File: config.mk
export PLATFORM = sky130hd
export DESIGN_NAME = circle_anim_ctrl
export DESIGN_NICKNAME = d
export VERILOG_FILES = /design/src/rtl/circle_seg_pkg.sv /design/src/rtl/circle_anim_ctrl_tick_div.sv /design/src/rtl/circle_anim_ctrl.sv
export SDC_FILE = /design/constraint.sdc
export NUM_CORES = 1
export LEC_CHECK = 0
export ABC_AREA = 1
export BUFFER_PORTS_ARGS = -buffer_cell sky130_fd_sc_hd__buf_2
export CORE_MARGIN = 2
export CORE_UTILIZATION = 40
export CTS_CLUSTER_SIZE = 16
export DETAILED_ROUTE_END_ITERATION = 10
export GPL_TIMING_DRIVEN = 0
export PLACE_DENSITY = 0.6
export SETUP_SLACK_MARGIN = 0.15
export SLEW_MARGIN = 0
export SYNTH_ARGS = -nofsm -noshare
export SYNTH_HDL_FRONTEND = slang
export SYNTH_SLANG_ARGS = --single-unit
File: constraint.sdc
create_clock -name clk -period 2.48 [get_ports clk]
set_clock_uncertainty 0.05 [all_clocks]
set_input_delay 0.372 -clock clk [delete_from_list [all_inputs] [get_ports clk]]
set_output_delay 0.372 -clock clk [all_outputs]
set_load 0.02 [all_outputs]
File: src/rtl/circle_seg_pkg.sv
// Shared constants for the circle animation: segment codes (abcdefg, active-high)
// and default timing; also used by the downstream segment pattern driver.
package circle_seg_pkg;

   localparam logic [6:0] SEG_UPPER_CIRCLE = 7'b1100011;  // a, b, f, g
   localparam logic [6:0] SEG_LOWER_CIRCLE = 7'b0011101;  // c, d, e, g
   localparam logic [6:0] SEG_OFF          = 7'b0000000;

   localparam int unsigned DEF_NUM_DIGITS = 4;
   localparam int unsigned DEF_SCAN_DIV   = 50000;
   localparam int unsigned DEF_STEP_DIV   = 25000000;

   function automatic logic [6:0] circle_code(input logic show, input logic upper);
      if (!show)
         return SEG_OFF;
      return upper ? SEG_UPPER_CIRCLE : SEG_LOWER_CIRCLE;
   endfunction

endpackage

File: src/rtl/circle_anim_ctrl_tick_div.sv
// Enable-gated modulo-DIV counter; tick is high for the enabled cycle at DIV-1.
module tick_div #(
   parameter int unsigned DIV = 2
) (
   input  logic clk,
   input  logic rst,
   input  logic cnt_en,
   output logic tick
);

   localparam int unsigned CW = $clog2(DIV);

   logic [CW-1:0] cnt_reg;
   logic [CW-1:0] cnt_next;
   logic          at_end;

   assign at_end = (cnt_reg == CW'(DIV - 1));
   // A held counter parked at DIV-1 must not keep ticking.
   assign tick   = cnt_en & at_end;

   always_comb begin
      cnt_next = cnt_reg;
      if (cnt_en)
         cnt_next = at_end ? '0 : cnt_reg + CW'(1);
   end

   always_ff @(posedge clk or posedge rst) begin
      if (rst)
         cnt_reg <= '0;
      else
         cnt_reg <= cnt_next;
   end

endmodule

File: src/rtl/circle_anim_ctrl.sv
// Snake-circle animation across a multiplexed digit display with registered outputs.
// Define CIRCLE_ANIM_DIR_EN to honour the dir input; otherwise traversal is always forward.
module circle_anim_ctrl
   import circle_seg_pkg::*;
#(
   parameter int unsigned NUM_DIGITS = DEF_NUM_DIGITS,
   parameter int unsigned SCAN_DIV   = DEF_SCAN_DIV,
   parameter int unsigned STEP_DIV   = DEF_STEP_DIV
) (
   input  logic                  clk,
   input  logic                  rst,
   input  logic                  run,
   input  logic                  dir,
   output logic [NUM_DIGITS-1:0] digit_sel_n,
   output logic                  row,
   output logic                  en
);

   localparam int unsigned SW = $clog2(NUM_DIGITS);
   localparam int unsigned PW = $clog2(2 * NUM_DIGITS);
   localparam logic [SW-1:0] IDX_LAST = SW'(NUM_DIGITS - 1);
   localparam logic [PW-1:0] POS_LAST = PW'(2 * NUM_DIGITS - 1);

   logic                  scan_tick;
   logic                  step_tick;
   logic                  dir_eff;
   logic [SW-1:0]         scan_idx_reg, scan_idx_next;
   logic [PW-1:0]         pos_reg, pos_next;
   logic                  upper;
   logic [PW-1:0]         digit;
   logic [NUM_DIGITS-1:0] sel_n_next;
   logic [NUM_DIGITS-1:0] sel_n_reg;
   logic                  row_reg;
   logic                  en_reg;

   tick_div #(.DIV(SCAN_DIV)) u_scan_div (
      .clk    (clk),
      .rst    (rst),
      .cnt_en (1'b1),
      .tick   (scan_tick)
   );

   tick_div #(.DIV(STEP_DIV)) u_step_div (
      .clk    (clk),
      .rst    (rst),
      .cnt_en (run),
      .tick   (step_tick)
   );

`ifdef CIRCLE_ANIM_DIR_EN
   assign dir_eff = dir;
`else
   // Port kept for pin compatibility; masked so the build stays forward-only.
   assign dir_eff = dir & 1'b0;
`endif

   always_comb begin
      scan_idx_next = scan_idx_reg;
      pos_next      = pos_reg;
      if (scan_tick)
         scan_idx_next = (scan_idx_reg == IDX_LAST) ? '0 : scan_idx_reg + SW'(1);
      if (step_tick) begin
         if (dir_eff)
            pos_next = (pos_reg == '0) ? POS_LAST : pos_reg - PW'(1);
         else
            pos_next = (pos_reg == POS_LAST) ? '0 : pos_reg + PW'(1);
      end
   end

   always_ff @(posedge clk or posedge rst) begin
      if (rst) begin
         scan_idx_reg <= '0;
         pos_reg      <= '0;
      end else begin
         scan_idx_reg <= scan_idx_next;
         pos_reg      <= pos_next;
      end
   end

   // Upper row runs left-to-right over digits, lower row returns right-to-left.
   assign upper = (pos_reg < PW'(NUM_DIGITS));
   assign digit = upper ? pos_reg : (POS_LAST - pos_reg);

   for (genvar gi = 0; gi < NUM_DIGITS; gi++) begin : g_sel
      assign sel_n_next[gi] = (scan_idx_reg != SW'(gi));
   end

   always_ff @(posedge clk or posedge rst) begin
      if (rst) begin
         sel_n_reg <= '1;
         row_reg   <= 1'b0;
         en_reg    <= 1'b0;
      end else begin
         sel_n_reg <= sel_n_next;
         row_reg   <= upper;
         en_reg    <= (PW'(scan_idx_reg) == digit);
      end
   end

   assign digit_sel_n = sel_n_reg;
   assign row         = row_reg;
   assign en          = en_reg;

endmodule

==> results.md <==
Clock tree:
- Once the clock tree was built, the resizer swapped 0 gates to a different size.
- The TritonCTS clock tree is yes.
- Once the clock tree was built, the setup fixing pass inserted 0 buffers.
- The root buffer cell is sky130_fd_sc_hd__clkbuf_8.
- Clock-pin slew was measured on the worst setup and hold paths at approximately 0.10 ns.
- The H-tree was split into 2 levels.
- The number of sinks handled by clock tree synthesis is between 50 and 60.
- The number of clock buffers added by TritonCTS is 5.
- For this design, the CTS-stage hold fixing added 0 buffers.
- The insertion delay to the later sink of the worst-skew pair is roughly 0.31 ns.
- The maximum buffer depth of the clock tree is 2.

Power:
- Summed over all nets, the switching power comes to slightly above 0.0005 W.
- The internal cell power is about 0.0012 W.
- Overall power consumption after layout is estimated at 0.00171 W.
- IR analysis of the VDD net gives a maximum drop of 0.261 mV.
- The share of total power in the clock network is 0.293.
- In this run the static leakage power is around 1.7 nW.
- The share of power burned in combinational logic is 0.132.
- The fraction of power spent switching nets is 0.299.
- Power spread over the standard cell area amounts to 533 mW/mm2.
- The sequential group share of total power is 0.575.

Die:
- After floorplanning, the core was divided into 31 placement rows.
- The width of the chip is about 90 um.
- The starting density of the core is 0.409.
- For this design the top-level I/O count stands at 10.
- The die is ~90 um tall.
- The die area is 0.00804 mm2.
- The placeable core region is roughly 0.007 mm2.

Synthesis:
- The sequential cell area fraction in the yosys report is 0.445.
- The number of distinct standard cells referenced by the synthesized netlist is 26.
- Synthesis inferred 52 register bits.
- The number of nets in the synthesized netlist is around 420.
- The post-synthesis instance total is roughly 400.
- For this run, the number of Yosys warnings is 0.
- The netlist area before placement is approximately 0.0029 mm2.
- The synthesized area per cell is between 7 and 8 um2.

Detailed routing:
- The initial detailed-routing violation count is 100.
- Dividing the detail-routed wire length by the instance count gives around 11 um.
- The total number of vias is 2360.
- For this run, design rule violations remaining after detail routing come to 0.
- In the routed layout, each cell is associated on average with a via count of approximately 4.5.
- The detailed-routing iteration count for the pre-antenna-repair pass is 4.
- The final layout contains routed wiring with a total length of 5770 um.
- Once detail routing completed, the nets flagged for antenna violations numbered 0.

Worst setup path:
- At the worst endpoint, the required time is around 2.6 ns.
- The worst setup path is captured at a flip-flop.
- The worst flop-to-flop path startpoint is u_scan_div.cnt_reg[0].
- Of all nets on the critical path, the largest fanout is 7.
- STA classifies the critical path startpoint as a flip-flop.
- The critical setup path kind is reg2reg.
- The arrival time of data at the critical path endpoint is between 1.5 and 2 ns.
- The first element of the critical path is u_scan_div.cnt_reg[0].

Timing:
- The time the final worst path needs with I/O delays and setup is 1.61 ns.
- The post-route worst hold slack is 0.0514 ns.
- The measured slew at the worst slew-check pin is ~0.57 ns.
- The count of endpoints failing setup in the final report is 0.
- The max-slew violation total from the final report is 0.
- Setup repair after global routing left no endpoint under its margin.
- The final worst-path cycle share is 0.649.
- The relative slew slack is 0.617.
- The final sum of negative setup slack is 0 ns.
- The highest clock rate is roughly 620 MHz.
- The count of endpoints failing hold in the final timing report came to 0.

Place:
- Including well taps, the total number of placed cells is a little over 500.
- During placement, the flow inserted port buffers numbering 8.
- Once detailed placement completed, the half-perimeter wirelength came to between 4000 and 5000 um.
- Routability-driven placement finished with a final weighted congestion of just under 0.9.
- Once placement finished, the instance area stood at ~0.0031 mm2.

Global route:
- In the global route stage, overall resource usage came out at 0.158.
- After global routing the overflow that remains totals 0.
- The number of antenna violations at the first check in global routing is 0.
- Entering global routing, the biggest net connects 28 pins.
- The first global-routing pass estimated 9920 um of wire.
- The number of global-route vias before repair is ~2300.

Layout:
- The relative area change from synthesis to final layout is 9.38%.
- Fill cells in the final layout number 748.
- The final-stage net count is ~430.
- In the final layout, the share of cells above drive strength 1 is 0.0881.
- The final instance area is ~0.0032 mm2.
- The final cell count without fillers is 519.
- The most common library cell in the layout ignoring fill and taps is sky130_fd_sc_hd__nand2_1.
- The count of inserted antenna diode cells is 0.
- Leaving out fill and tap cells, the most frequent cells in the layout are sky130_fd_sc_hd__nand2_1, sky130_fd_sc_hd__nor2_1, sky130_fd_sc_hd__inv_1, sky130_fd_sc_hd__dfrtp_1, sky130_fd_sc_hd__nand3_1.
- The register with the most flip-flops in the layout has 25 of them.

Min path:
- In this run the worst hold path is classified as in2async.

Run status:
- The run finished with clean final reports.

Job:
- The number of maximum-capacitance constraint violations is 0.
Yosys cell counts (all sizes together):
cell type,instances,area (um2)
nand3,31,165
mux2i,1,10.0
ha,8,100
o21ai,6,30.0
nor2,94,373
buf,2,18.8
and3,1,6.26
nor3b,1,7.51
xnor2,6,52.6
or2,1,6.26
nand2,107,412
xor2,12,105
nor3,10,55.1
nand4,5,31.3
o21bai,1,7.51
dfstp,4,105
dfrtp,48,1200
a21oi,3,15.0
inv,62,233
logic make-up (layout without fill, tap and decap cells):
group                    Yosys count  count (layout)  synth area share
adder cells (fa/ha/maj)            8               8            0.0341
flip-flops                        52              52             0.445
AND/OR/NAND/NOR                  250             250             0.360
multiplexers                       1               1           0.00341
XOR/XNOR                          18              18            0.0537
AO/OA/AOI/OAI                     10              10            0.0179
buffers and inverters             64              81            0.0857
power groups by stage:
| stage | logic (W) | registers [W] | clock network, W |
|---|---|---|---|
| final | 0.000226 | 0.000984 | 0.000501 |
| after global routing | 0.000257 | 0.000993 | 0.000563 |
| after CTS | 0.000229 | 0.000983 | 0.000530 |
| after detailed placement | 0.000228 | 0.000999 | 0 |
| after global placement | 0.000220 | 0.000998 | 0 |
| after floorplan | 0.000187 | 0.000983 | 0 |
worst max-delay path, cell delays in order, from the launching register on:
cell and delay [ns]:
sky130_fd_sc_hd__dfrtp_1 0.41, sky130_fd_sc_hd__ha_1 0.23, sky130_fd_sc_hd__nand2_1 0.07, sky130_fd_sc_hd__inv_1 0.04, sky130_fd_sc_hd__nand2_1 0.09, sky130_fd_sc_hd__nor2_1 0.06
sky130_fd_sc_hd__nand2_1 0.22, sky130_fd_sc_hd__inv_1 0.18, sky130_fd_sc_hd__nand2_1 0.09, sky130_fd_sc_hd__o21ai_0 0.07
through the flow:
stage                      util  setup slack (ns)
after global placement    0.432             0.104
after global routing      0.447             0.700
after floorplan               -             0.807
after CTS                 0.447             0.839
after detailed placement  0.435             0.857
final                     0.447             0.871
layout make-up:
| type | instances | area [um2] | share of cell area |
|---|---|---|---|
| clock inverters | 3 | 22.5 | 0.00702 |
| well taps | 99 | 124 | 0.0386 |
| flip-flops and latches | 52 | 1310 | 0.407 |
| inverters | 62 | 233 | 0.0725 |
| repair buffers | 9 | 60.1 | 0.0187 |
| clock buffers | 5 | 68.8 | 0.0214 |
| plain buffers | 2 | 18.8 | 0.00585 |
| multi-input cells | 287 | 1380 | 0.429 |
layer usage:
metal / GRT usage / wire length [um] / share of wire
met2: 0.263 / 2670 / 0.46
met4: 0.0475 / 85 / 0.015
met1: 0.210 / 2840 / 0.49
met3: 0.0302 / 171 / 0.030
met5: 0 / 0 / 0
path summary, 6_finish.rpt:
kind                                               end  slack, ns  cells after the start
worst max-delay path                   scan_idx_reg[1]       0.87                      9
worst min-delay path             u_scan_div.cnt_reg[1]       0.05                      2
worst max register to register         scan_idx_reg[1]       0.87                      9
worst min register to register   u_scan_div.cnt_reg[0]       0.41                      1
max in group asynchronous       u_step_div.cnt_reg[22]       1.78                      3
min in group clk                 u_step_div.cnt_reg[2]       0.34                      3
Note: power is estimated with default switching activity, not from simulation.
